===== src/rtl/sc_pkg.sv =====
// rtl/sc_pkg.sv - shared types, defaults and product helper for the stochastic multiplier array
//
// Contents:
//   sc_mode_e      : SC_UNIPOLAR (c = a & b) / SC_BIPOLAR (c = ~(a ^ b))
//   sc_mul_state_e : IDLE, RUN, DONE
//   SC_NUMMAX_W    : default nummax field width
//   SC_LEN_W       : default stream-length / ones-counter width
//   sc_product     : one-bit stochastic product for a given mode

package sc_pkg;

    typedef enum logic {
        SC_UNIPOLAR = 1'b0,
        SC_BIPOLAR  = 1'b1
    } sc_mode_e;

    typedef enum logic [1:0] {
        IDLE = 2'd0,
        RUN  = 2'd1,
        DONE = 2'd2
    } sc_mul_state_e;

    localparam int SC_NUMMAX_W = 9;
    localparam int SC_LEN_W    = 10;

    function automatic logic sc_product(input sc_mode_e m, input logic a, input logic b);
        return (m == SC_BIPOLAR) ? ~(a ^ b) : (a & b);
    endfunction

endpackage


===== src/rtl/sc_mul_lane.sv =====
// rtl/sc_mul_lane.sv - one stochastic multiplier lane: product gate, c register, ones counter, nummax product
//
// Optional build macro: SC_MUL_ISOLATE_EN (adds a one-accept delay register on the b operand)
//
// Ports:
//   clk, rst_n  : clock, synchronous active-low reset
//   load        : accepted start; clears the counter (and isolator), latches nummax product
//   accept      : a valid bit pair is consumed this cycle
//   mode        : latched product mode
//   a_nummax    : operand A range
//   b_nummax    : operand B range
//   a_bit/b_bit : operand stream bits
//   c_bit       : registered product bit (holds between accepts)
//   ones_cnt    : number of 1s produced in the current/last run
//   newnummax   : registered a_nummax * b_nummax

module sc_mul_lane
    import sc_pkg::*;
#(
    parameter int W     = SC_NUMMAX_W,
    parameter int LEN_W = SC_LEN_W
) (
    input  logic             clk,
    input  logic             rst_n,
    input  logic             load,
    input  logic             accept,
    input  sc_mode_e         mode,
    input  logic [W-1:0]     a_nummax,
    input  logic [W-1:0]     b_nummax,
    input  logic             a_bit,
    input  logic             b_bit,
    output logic             c_bit,
    output logic [LEN_W-1:0] ones_cnt,
    output logic [2*W-1:0]   newnummax
);

    localparam int PW = 2 * W;

    logic b_eff;
    logic prod;

`ifdef SC_MUL_ISOLATE_EN
    // b is delayed by one accept so a and b of the same cycle are never
    // multiplied together; the run always starts from b_del = 0.
    logic b_del;

    always_ff @(posedge clk) begin
        if (!rst_n) begin
            b_del <= 1'b0;
        end else if (load) begin
            b_del <= 1'b0;
        end else if (accept) begin
            b_del <= b_bit;
        end
    end

    assign b_eff = b_del;
`else
    assign b_eff = b_bit;
`endif

    assign prod = sc_product(mode, a_bit, b_eff);

    always_ff @(posedge clk) begin
        if (!rst_n) begin
            c_bit     <= 1'b0;
            ones_cnt  <= '0;
            newnummax <= '0;
        end else if (load) begin
            ones_cnt  <= '0;
            newnummax <= PW'(a_nummax) * PW'(b_nummax);
        end else if (accept) begin
            c_bit    <= prod;
            // Cannot wrap: ones never exceed stream_len <= 2^LEN_W-1.
            ones_cnt <= ones_cnt + LEN_W'(prod);
        end
    end

endmodule


===== src/rtl/sc_mul_array.sv =====
// rtl/sc_mul_array.sv - multi-lane stochastic multiplier with run control and per-lane ones counters
//
// Optional build macro: SC_MUL_ISOLATE_EN (per-lane b-operand isolator, see sc_mul_lane)
//
// Ports:
//   clk, rst_n  : clock, synchronous active-low reset
//   start       : one-cycle pulse, honoured in IDLE only
//   stream_len  : bits per lane in the run (sampled on start; 0 completes immediately)
//   mode        : 0 unipolar AND, 1 bipolar XNOR (sampled on start)
//   a_nummax    : per-lane operand A range (sampled on start)
//   b_nummax    : per-lane operand B range (sampled on start)
//   in_valid    : a_bits/b_bits valid this cycle
//   a_bits      : per-lane operand A stream bits
//   b_bits      : per-lane operand B stream bits
//   c_bits      : registered per-lane product bits
//   c_valid     : c_bits updated by the previous cycle's accept
//   newnummax   : per-lane a_nummax * b_nummax
//   ones_cnt    : per-lane count of product 1s
//   busy        : high while running
//   done        : one-cycle pulse after the final accept

module sc_mul_array
    import sc_pkg::*;
#(
    parameter int N_CH  = 4,
    parameter int W     = SC_NUMMAX_W,
    parameter int LEN_W = SC_LEN_W
) (
    input  logic                  clk,
    input  logic                  rst_n,
    input  logic                  start,
    input  logic [LEN_W-1:0]      stream_len,
    input  logic                  mode,
    input  logic [N_CH*W-1:0]     a_nummax,
    input  logic [N_CH*W-1:0]     b_nummax,
    input  logic                  in_valid,
    input  logic [N_CH-1:0]       a_bits,
    input  logic [N_CH-1:0]       b_bits,
    output logic [N_CH-1:0]       c_bits,
    output logic                  c_valid,
    output logic [N_CH*2*W-1:0]   newnummax,
    output logic [N_CH*LEN_W-1:0] ones_cnt,
    output logic                  busy,
    output logic                  done
);

    sc_mul_state_e    state;
    sc_mul_state_e    next_state;
    logic [LEN_W-1:0] bit_cnt;
    logic [LEN_W-1:0] len_q;
    sc_mode_e         mode_q;
    logic             load;
    logic             accept;

    always_ff @(posedge clk) begin
        if (!rst_n) begin
            state <= IDLE;
        end else begin
            state <= next_state;
        end
    end

    always_comb begin
        next_state = state;
        load       = 1'b0;
        accept     = 1'b0;
        case (state)
            IDLE: begin
                if (start) begin
                    load       = 1'b1;
                    next_state = (stream_len == '0) ? DONE : RUN;
                end
            end
            RUN: begin
                if (in_valid) begin
                    accept = 1'b1;
                    if (bit_cnt == (len_q - LEN_W'(1))) begin
                        next_state = DONE;
                    end
                end
            end
            DONE: begin
                next_state = IDLE;
            end
            default: begin
                next_state = IDLE;
            end
        endcase
    end

    // Status outputs are registered from next_state so they line up with state.
    always_ff @(posedge clk) begin
        if (!rst_n) begin
            bit_cnt <= '0;
            len_q   <= '0;
            mode_q  <= SC_UNIPOLAR;
            c_valid <= 1'b0;
            busy    <= 1'b0;
            done    <= 1'b0;
        end else begin
            c_valid <= accept;
            busy    <= (next_state == RUN);
            done    <= (next_state == DONE);
            if (load) begin
                len_q   <= stream_len;
                mode_q  <= sc_mode_e'(mode);
                bit_cnt <= '0;
            end else if (accept) begin
                bit_cnt <= bit_cnt + LEN_W'(1);
            end
        end
    end

    for (genvar i = 0; i < N_CH; i++) begin : g_lane
        sc_mul_lane #(
            .W     (W),
            .LEN_W (LEN_W)
        ) u_lane (
            .clk       (clk),
            .rst_n     (rst_n),
            .load      (load),
            .accept    (accept),
            .mode      (mode_q),
            .a_nummax  (a_nummax[i*W +: W]),
            .b_nummax  (b_nummax[i*W +: W]),
            .a_bit     (a_bits[i]),
            .b_bit     (b_bits[i]),
            .c_bit     (c_bits[i]),
            .ones_cnt  (ones_cnt[i*LEN_W +: LEN_W]),
            .newnummax (newnummax[i*2*W +: 2*W])
        );
    end

endmodule


===== config.mk =====
export PLATFORM = sky130hd
export DESIGN_NAME = sc_mul_array
export DESIGN_NICKNAME = d
export VERILOG_FILES = /design/src/rtl/sc_pkg.sv /design/src/rtl/sc_mul_lane.sv /design/src/rtl/sc_mul_array.sv
export SDC_FILE = /design/constraint.sdc
export NUM_CORES = 1
export LEC_CHECK = 0
export ABC_AREA = 1
export CAP_MARGIN = 20
export CORE_ASPECT_RATIO = 2
export CORE_MARGIN = 2
export CORE_UTILIZATION = 30
export CTS_CLUSTER_SIZE = 28
export DETAILED_ROUTE_END_ITERATION = 7
export GPL_TIMING_DRIVEN = 0
export PLACE_DENSITY = 0.49
export SLEW_MARGIN = 20
export SYNTH_ARGS = -nofsm -noshare
export SYNTH_HDL_FRONTEND = slang
export SYNTH_SLANG_ARGS = --single-unit

===== constraint.sdc =====
create_clock -name clk -period 6.9 [get_ports clk]
set_input_delay 1.38 -clock clk [delete_from_list [all_inputs] [get_ports clk]]
set_output_delay 1.38 -clock clk [all_outputs]
set_load 0.05 [all_outputs]

==> results of run 1 <==
==> routing by layer <==
layer	up-vias	wire [microns]	track usage, %
met1	6928	19200	18.9
met3	106	2550	3.84
li1	7194	-	-
met5	-	62	0
met4	10	2070	8.00
met2	336	28200	36.0
==> cell type report <==
class                      count  share of cell area [%]
sequential                   142                    14.5
clock inverter                14                   0.804
inverter                     604                    11.6
clock buffer                  18                    2.19
tap                          744                    4.75
multi-input combinational   1454                    56.8
buffer                       107                    2.20
timing repair buffer         141                    7.20
==> cells in the mapped netlist (3+ instances only) <==
cell type | number | area [sq um]
sky130_fd_sc_hd__or2_2 | 3 | 18.8
sky130_fd_sc_hd__nor2_4 | 3 | 33.8
sky130_fd_sc_hd__clkbuf_1 | 93 | 349
sky130_fd_sc_hd__ha_1 | 166 | 2080
sky130_fd_sc_hd__dfxtp_1 | 142 | 2840
sky130_fd_sc_hd__nor3_2 | 6 | 60.1
sky130_fd_sc_hd__nand4_1 | 6 | 37.5
sky130_fd_sc_hd__a31oi_1 | 5 | 31.3
sky130_fd_sc_hd__nor2_2 | 5 | 31.3
sky130_fd_sc_hd__a211oi_1 | 4 | 30.0
sky130_fd_sc_hd__inv_1 | 602 | 2260
sky130_fd_sc_hd__xor2_1 | 25 | 219
sky130_fd_sc_hd__nor3_4 | 3 | 48.8
sky130_fd_sc_hd__a22o_1 | 18 | 158
sky130_fd_sc_hd__o211ai_1 | 4 | 30.0
sky130_fd_sc_hd__a21oi_1 | 100 | 500
sky130_fd_sc_hd__buf_2 | 6 | 30.0
sky130_fd_sc_hd__buf_1 | 3 | 11.3
sky130_fd_sc_hd__fa_1 | 200 | 4000
sky130_fd_sc_hd__xnor2_1 | 7 | 61.3
sky130_fd_sc_hd__o21ai_0 | 91 | 455
sky130_fd_sc_hd__a21o_1 | 5 | 37.5
sky130_fd_sc_hd__nor3_1 | 16 | 80.1
sky130_fd_sc_hd__nand2_1 | 582 | 2180
sky130_fd_sc_hd__o21a_1 | 8 | 60.1
sky130_fd_sc_hd__o221ai_1 | 7 | 61.3
sky130_fd_sc_hd__buf_4 | 4 | 30.0
sky130_fd_sc_hd__nor2_1 | 93 | 349
sky130_fd_sc_hd__nand3_1 | 74 | 370
sky130_fd_sc_hd__a21boi_1 | 3 | 22.5
sky130_fd_sc_hd__a32o_1 | 5 | 50.1
sky130_fd_sc_hd__nand3b_1 | 4 | 30.0
==> cells in the final DEF, fill, tap and decap left out, types with 7 or more instances in the layout <==
master and instances:
sky130_fd_sc_hd__o21a_1 8, sky130_fd_sc_hd__o221ai_1 7, sky130_fd_sc_hd__xnor2_1 7, sky130_fd_sc_hd__a21oi_1 100, sky130_fd_sc_hd__dfxtp_1 142, sky130_fd_sc_hd__nand2_1 582, sky130_fd_sc_hd__ha_1 166, sky130_fd_sc_hd__nor3_1 16
sky130_fd_sc_hd__nor2_1 93, sky130_fd_sc_hd__clkbuf_16 17, sky130_fd_sc_hd__clkbuf_1 94, sky130_fd_sc_hd__inv_1 602, sky130_fd_sc_hd__a22o_1 18, sky130_fd_sc_hd__nand3_1 74, sky130_fd_sc_hd__xor2_1 25, sky130_fd_sc_hd__clkdlybuf4s50_1 141
sky130_fd_sc_hd__fa_1 200, sky130_fd_sc_hd__o21ai_0 91
==> metrics by stage <==
stage	setup slack, ns	hold WS, ns	cell area (sq um)	utilization (%)
finish	1.48	0.458	19600	35.6
global route	1.23	0.470	19600	35.6
CTS	1.47	0.454	19600	35.6
detailed placement	0.994	0.442	19000	34.5
global placement	1.05	0.439	19000	34.5
floorplan	1.60	0.446	16700	-
==> registers in the layout, indices dropped and copies added, names as in the netlist <==
register / flops
done: 1
g_lane.u_lane.newnummax: 72
len_q: 10
c_valid: 1
mode_q: 1
g_lane.u_lane.c_bit: 4
busy: 1
state: 2
g_lane.u_lane.ones_cnt: 40
bit_cnt: 10
==> cell families (layout without fill, tap and decap cells) <==
family	count (synthesis)	count (layout)	share of synthesized area (%)
adders and majority gates	366	366	36.5
AOI/OAI and AO/OA	256	256	8.84
buffers and inverters	711	884	16.2
xor gates and xnor gates	32	32	1.68
DFF	142	142	17.1
and+or+nand+nor	800	800	19.7
==> final timing paths <==
path	startpoint	end	slack [ns]	cells after the start
worst min-delay path	g_lane[0].u_lane.ones_cnt[9]$_SDFFE_PP0P_	g_lane[0].u_lane.ones_cnt[9]$_SDFFE_PP0P_	0.46	1
worst max register to register	mode_q$_SDFFE_PN0P_	g_lane[0].u_lane.ones_cnt[8]$_SDFFE_PP0P_	4.51	13
worst max-delay path	a_nummax[26]	g_lane[2].u_lane.newnummax[13]$_SDFFE_PN0P_	1.48	19
worst min register to register	g_lane[0].u_lane.ones_cnt[9]$_SDFFE_PP0P_	g_lane[0].u_lane.ones_cnt[9]$_SDFFE_PP0P_	0.46	1
==> power by group through the flow <==
| stage | clock network, mW | logic [mW] | registers [mW] |
|---|---|---|---|
| floorplan | 0 | 2.21 | 1.34 |
| global placement | 0 | 3.59 | 1.02 |
| detailed placement | 0 | 3.60 | 1.02 |
| CTS | 1.00 | 3.63 | 1.00 |
| global route | 1.03 | 4.06 | 1.02 |
| finish | 0.970 | 3.58 | 1.00 |
==> worst register-to-register path, stage by stage (launching register included) <==
cell and delay, ns:
sky130_fd_sc_hd__dfxtp_1 0.31, sky130_fd_sc_hd__inv_1 0.12, sky130_fd_sc_hd__o21ai_0 0.50, sky130_fd_sc_hd__ha_1 0.30, sky130_fd_sc_hd__ha_1 0.15, sky130_fd_sc_hd__inv_1 0.06, sky130_fd_sc_hd__nor3_2 0.22, sky130_fd_sc_hd__nand3_1 0.15
sky130_fd_sc_hd__nor2_1 0.15, sky130_fd_sc_hd__nand2_1 0.07, sky130_fd_sc_hd__inv_1 0.10, sky130_fd_sc_hd__nand3_1 0.07, sky130_fd_sc_hd__nand2_1 0.06, sky130_fd_sc_hd__a21oi_1 0.04
==> impl_summary.log, run 1 <==
[metrics] Top Family by Delay on Critical Path: adder cells
[metrics] residual DRC count: 0
[metrics] worst-path maximum fanout: 9
[metrics] number of detailed-route iterations in the first pass: 7
[metrics] area of the mapped netlist: 0.0167 sq mm
[metrics] fraction of layout cells with a size suffix above 1: 2.70%
[metrics] pin count of the biggest net entering global routing: 17
[metrics] number of buffer cells added on primary ports: 141
[metrics] first-iteration detailed-routing DRC count: 549
[metrics] type of the tightest min-delay check: flip-flop to flip-flop
[metrics] row cnt: 122
[metrics] register bit count reported by yosys: 142
[metrics] die area: 0.0576 sq mm
[metrics] number of sinks handled by clock tree synthesis: 142
[metrics] core area: about 0.055 sq mm
[metrics] Clock Tree Root: sky130_fd_sc_hd__clkbuf_16
[metrics] overall power: 5.55 mW
[metrics] Max-Slew Margin vs Limit: 20.6%
[metrics] sequence of cells on the critical path: clkbuf_1 > nand2_1 > fa_1 > inv_1 > fa_1 > fa_1 > inv_1 > fa_1 > inv_1 > ha_1 > a21oi_1 > a21boi_1 > o21ai_0 > nand3_1 > nand2_1 > nand2_1 > nand3_1 > nand2_1 > inv_1
[metrics] Post-synth EDFFs: 0
[metrics] reported leakage power: 10.9 nW
[metrics] sequential group share of total power: between 10% and 20%
[metrics] number of standard cells after synthesis: 2,307
[metrics] number of warnings issued by yosys: 0
[metrics] I/O pins: 214
[metrics] Die Span Y: 337 microns
[metrics] run status: finished clean
[metrics] Resize count post-CTS: 0
[metrics] share of the clock period used by the worst path: 78.5%
[metrics] WL/cell: 16.1 microns
[metrics] ratio of total power to cell area: approximately 280 mW/mm^2
[metrics] Vias/cell: 4.52
[metrics] count of H-tree levels built during CTS: 4
[metrics] Fin Clk Skew: 0.0160 ns
[metrics] most instantiated flip-flop cell in the synthesis netlist: sky130_fd_sc_hd__dfxtp_1
[metrics] die outline width: 171 microns
[metrics] vias in the first global route: 15,200
[metrics] final RePlAce weighted congestion: about 0.87
[metrics] HPWL after DPL: roughly 44 mm
[metrics] final setup vio count: 0
[metrics] number of distinct library cell variants in the gate-level netlist after synthesis: 42
[metrics] net count after synthesis: 2,768
[metrics] CTS tree: yes
[metrics] vias after detailed routing: 14,600
[metrics] total length of routed wires: 52.0 mm
[metrics] number of post-CTS setup repair buffers: 0
[metrics] number of pins exceeding their max-slew limit in the final report: 0
[metrics] number of buffers inserted during clock tree synthesis: 17
[metrics] unrepaired setup endpoints after global routing: no
[metrics] Antenna Cells: 0
[metrics] switching power summed over all nets: 2.83 mW
[metrics] register area: 0.00284 sq mm
[metrics] number of cells in the design after placement: 3,192
[metrics] clock-pin slew reported for the worst setup and hold paths after clock tree synthesis: 0.07 ns
[metrics] global-route congestion overflow total: 0
[metrics] maximum vdd ir drop: 0.000176 V
[metrics] Critical Path Slowest Stage Cell: sky130_fd_sc_hd__fa_1
[metrics] Post-Layout Cell Count: 3,224
[metrics] CP Data Required Time: 7.25 ns
[metrics] Syn-to-layout area delta: 17.6%
[metrics] critical path endpoint category: flip-flop
[metrics] Sw Ratio: 51.0%
[metrics] fin nets: 2,928
[metrics] initial standard-cell utilization of the core: between 30% and 40%
[metrics] number of hold-repair buffers added at the cts stage: 0
[metrics] minimum clock period: 5.42 ns
[metrics] area used by multi-input combinational logic: 0.0111 sq mm
[metrics] measured slew at the worst slew-check pin: 1.19 ns
[metrics] Crit Path Category: primary input to flip-flop
[metrics] clock latency at the later pin of the worst-skew pair: approximately 0.46 ns
[metrics] startpoint type of the worst setup path: primary input
[metrics] largest stage delay on the critical path: 0.56 ns
[metrics] Global Route Usage Sum: 18.6%
[metrics] proportion of power drawn by the clock network: 17.5%
[metrics] buffer levels on the longest clock path: 2
[metrics] final hold vios: 0
[metrics] cell-internal power: 2.72 mW
[metrics] first-pass GRT wire length: 81.2 mm
[metrics] Layout fillers: 5,870
[metrics] top achievable clock speed: 185 MHz
[metrics] setup TNS: 0 ns
[metrics] share of synthesized flip-flops with an asynchronous set or reset: 0%
[metrics] number of violations of the max-capacitance limit: 0
[metrics] Worst Path Buf+Inv: 5
[metrics] initial antenna violation count: 5
[metrics] average cell area after synthesis: 7.22 sq um
[metrics] Detail Route Antenna Nets: 0
[metrics] Comb pwr share: between 60% and 70%
[metrics] post-synthesis sequential area ratio: 17.1%
[metrics] arrival time of data at the critical path endpoint: 5.77 ns
(Power assumes the default switching activity.)
==> run 2: changes to the inputs <==
==> constraint.sdc (replaced) <==
create_clock -name clk -period 5.3 [get_ports clk]
set_input_delay 1.06 -clock clk [delete_from_list [all_inputs] [get_ports clk]]
set_output_delay 1.06 -clock clk [all_outputs]
set_load 0.05 [all_outputs]
==> impl_summary.log, run 2 (synthesis gave the netlist of run 1 again) <==
[metrics] run status: finished clean (unchanged)
[metrics] pin count of the biggest net entering global routing: 17 (unchanged)
[metrics] I/O pins: 214 (unchanged)
[metrics] WL/cell: 16.1 microns (about the same)
[metrics] number of violations of the max-capacitance limit: 0 (unchanged)
[metrics] first-pass GRT wire length: 81.2 mm (unchanged)
[metrics] clock latency at the later pin of the worst-skew pair: 0.46 ns (about the same)
[metrics] arrival time of data at the critical path endpoint: 5.39 ns (was 5.77 ns)
[metrics] final setup vio count: 0 (unchanged)
[metrics] ratio of total power to cell area: 369 mW/mm^2 (was 283 mW/mm^2)
[metrics] largest registers: g_lane.u_lane.newnummax (72), g_lane.u_lane.ones_cnt (40) (unchanged)
[metrics] measured slew at the worst slew-check pin: 1.19 ns (about the same)
[metrics] worst hold path cell count: 1 (unchanged)
[metrics] Vias/cell: 4.52 (about the same)
[metrics] global-route congestion overflow total: 0 (unchanged)
[metrics] Global Route Usage Sum: 18.6% (unchanged)
[metrics] residual DRC count: 0 (unchanged)
[metrics] die outline width: 171 microns (unchanged)
[metrics] Critical Path Slowest Stage Cell: sky130_fd_sc_hd__fa_1 (unchanged)
[metrics] overall power: 7.23 mW (was 5.55 mW)
[metrics] type of the tightest min-delay check: flip-flop to flip-flop (unchanged)
[metrics] Clock Tree Root: sky130_fd_sc_hd__clkbuf_16 (unchanged)
[metrics] critical path endpoint category: flip-flop (unchanged)
[metrics] reg2reg path depth: 13 (unchanged)
[metrics] post-route cell area: 0.0196 sq mm (about the same)
[metrics] maximum vdd ir drop: 0.000229 V (was 0.000176 V)
[metrics] number of sinks handled by clock tree synthesis: 142 (unchanged)
[metrics] vias in the first global route: 15,200 (unchanged)
[metrics] fraction of layout cells with a size suffix above 1: 2.86% (was 2.70%)
[metrics] number of buffers inserted during clock tree synthesis: 17 (unchanged)
[metrics] commonest non-fill, non-tap cell in the layout: sky130_fd_sc_hd__inv_1 (unchanged)
[metrics] Max-Slew Margin vs Limit: 20.7% (was 20.6%)
[metrics] fin nets: 2,928 (unchanged)
[metrics] row cnt: 122 (unchanged)
[metrics] reported leakage power: 10.9 nW (about the same)
[metrics] number of detailed-route iterations in the first pass: 6 (was 7)
[metrics] number of pins exceeding their max-slew limit in the final report: 0 (unchanged)
[metrics] final hold vios: 0 (unchanged)
[metrics] final hold slack: 0.458 ns (about the same)
[metrics] initial antenna violation count: 5 (unchanged)
[metrics] setup ws final: 0.266 ns (was 1.48 ns)
[metrics] DP Worst Slack: -0.286 ns (was 0.994 ns)
[metrics] worst-path maximum fanout: 9 (unchanged)
[metrics] total length of routed wires: 52.0 mm (about the same)
[metrics] share of the clock period used by the worst path: 95.0%
[metrics] CTS tree: yes (unchanged)
[metrics] first-iteration detailed-routing DRC count: 531 (was 549)
[metrics] CP Data Required Time: 5.65 ns (was 7.25 ns)
[metrics] Detail Route Antenna Nets: 0 (unchanged)
[metrics] unrepaired setup endpoints after global routing: no (unchanged)
[metrics] startpoint type of the worst setup path: primary input (unchanged)
[metrics] most flop-heavy register: g_lane.u_lane.newnummax (unchanged)
[metrics] number of hold-repair buffers added at the cts stage: 0 (unchanged)
[metrics] final RePlAce weighted congestion: 0.871 (unchanged)
[metrics] number of buffer cells added on primary ports: 141 (unchanged)
[metrics] minimum clock period: a little over 5 ns
[metrics] largest stage delay on the critical path: 0.55 ns (was 0.56 ns)
[metrics] Fin Clk Skew: 0.0168 ns (was 0.0160 ns)
[metrics] sequence of cells on the critical path: clkbuf_1 > nand2_1 > fa_1 > inv_1 > fa_1 > fa_1 > inv_1 > fa_1 > inv_1 > ha_1 > a21oi_1 > a21boi_1 > o21ai_0 > nand3_1 > nand2_1 > nand2_1 > nand3_1 > nand2_1 > inv_1 (unchanged)
[metrics] Top Family by Delay on Critical Path: adder cells (unchanged)
[metrics] HPWL after DPL: 43.8 mm (unchanged)
[metrics] Placed Area: 0.0190 sq mm (unchanged)
[metrics] Die Span Y: 337 microns (unchanged)
[metrics] Worst path depth: 19 (unchanged)
[metrics] die area: 0.0576 sq mm (unchanged)
[metrics] vias after detailed routing: 14,600 (about the same)
[metrics] Worst Path Buf+Inv: 5 (unchanged)
[metrics] leading cell types in the layout, fill and taps excluded: 602 x sky130_fd_sc_hd__inv_1, 582 x sky130_fd_sc_hd__nand2_1, 200 x sky130_fd_sc_hd__fa_1, 166 x sky130_fd_sc_hd__ha_1, 142 x sky130_fd_sc_hd__dfxtp_1 (unchanged)
[metrics] number of flip-flops in the largest register: 72 (unchanged)
[metrics] Crit Path Category: primary input to flip-flop (unchanged)
[metrics] core occupancy in the finished layout: 35.6% (about the same)
[metrics] Syn-to-layout area delta: 17.6% (about the same)
[metrics] Antenna Cells: 0 (unchanged)
[metrics] core area: 0.0551 sq mm (unchanged)
[metrics] initial standard-cell utilization of the core: 30.2% (unchanged)
[metrics] clock-pin slew reported for the worst setup and hold paths after clock tree synthesis: 0.07 ns (about the same)
[metrics] top achievable clock speed: 199 MHz
[metrics] buffer levels on the longest clock path: 2 (unchanged)
[metrics] count of H-tree levels built during CTS: 4 (unchanged)
## run 2: cell count changes in the layout (fill, tap and decap cells not counted)
cell	previous run	this run
sky130_fd_sc_hd__clkbuf_1	94	90
sky130_fd_sc_hd__clkbuf_2	0	4
## run 2: cell type report
cell class,count,area (sq um)
tap,744,931
fill,5870,35500
clock buffer,18,429
timing repair buffer,141,1410
buffer,107,437
sequential,142,2840
multi-input combinational,1454,11100
inverter,604,2270
clock inverter,14,158
## run 2: worst paths after layout
kind	startpoint	to	slack (ns)
worst min register to register	g_lane[0].u_lane.ones_cnt[9]$_SDFFE_PP0P_	g_lane[0].u_lane.ones_cnt[9]$_SDFFE_PP0P_	0.46
worst min-delay path	g_lane[0].u_lane.ones_cnt[9]$_SDFFE_PP0P_	g_lane[0].u_lane.ones_cnt[9]$_SDFFE_PP0P_	0.46
worst max-delay path	a_nummax[25]	g_lane[2].u_lane.newnummax[13]$_SDFFE_PN0P_	0.27
worst max register to register	mode_q$_SDFFE_PN0P_	g_lane[0].u_lane.ones_cnt[8]$_SDFFE_PP0P_	2.91
## run 2: per-layer routing
metal,vias up,global-route usage (%),part of all wire [%],routed length [microns]
met5,-,0,0.12,62
met4,10,8.00,4.0,2070
met3,104,3.84,5.1,2640
met2,334,36.0,54,28200
met1,6928,18.9,37,19100
li1,7191,-,-,-
## run 2: through the flow
stage,cells,setup TNS (ns)
2_1_floorplan,2307,0
3_3_place_gp,3192,-1.64
3_5_place_dp,3192,-2.06
4_1_cts,3224,0
5_1_grt,3224,0
6_report,3224,0
## run 2: repair_timing
action,4_1_cts,5_1_grt
setup endpoints to repair,0,5
gates resized for setup,0,8
buffers inserted,0,0
endpoints found under the hold margin,0,0
## run 2: power breakdown
group	leakage, nW	switching (mW)	internal, mW
sequential	1.16	0.0977	1.21
clock	0.289	0.560	0.703
combinational	9.48	3.03	1.63
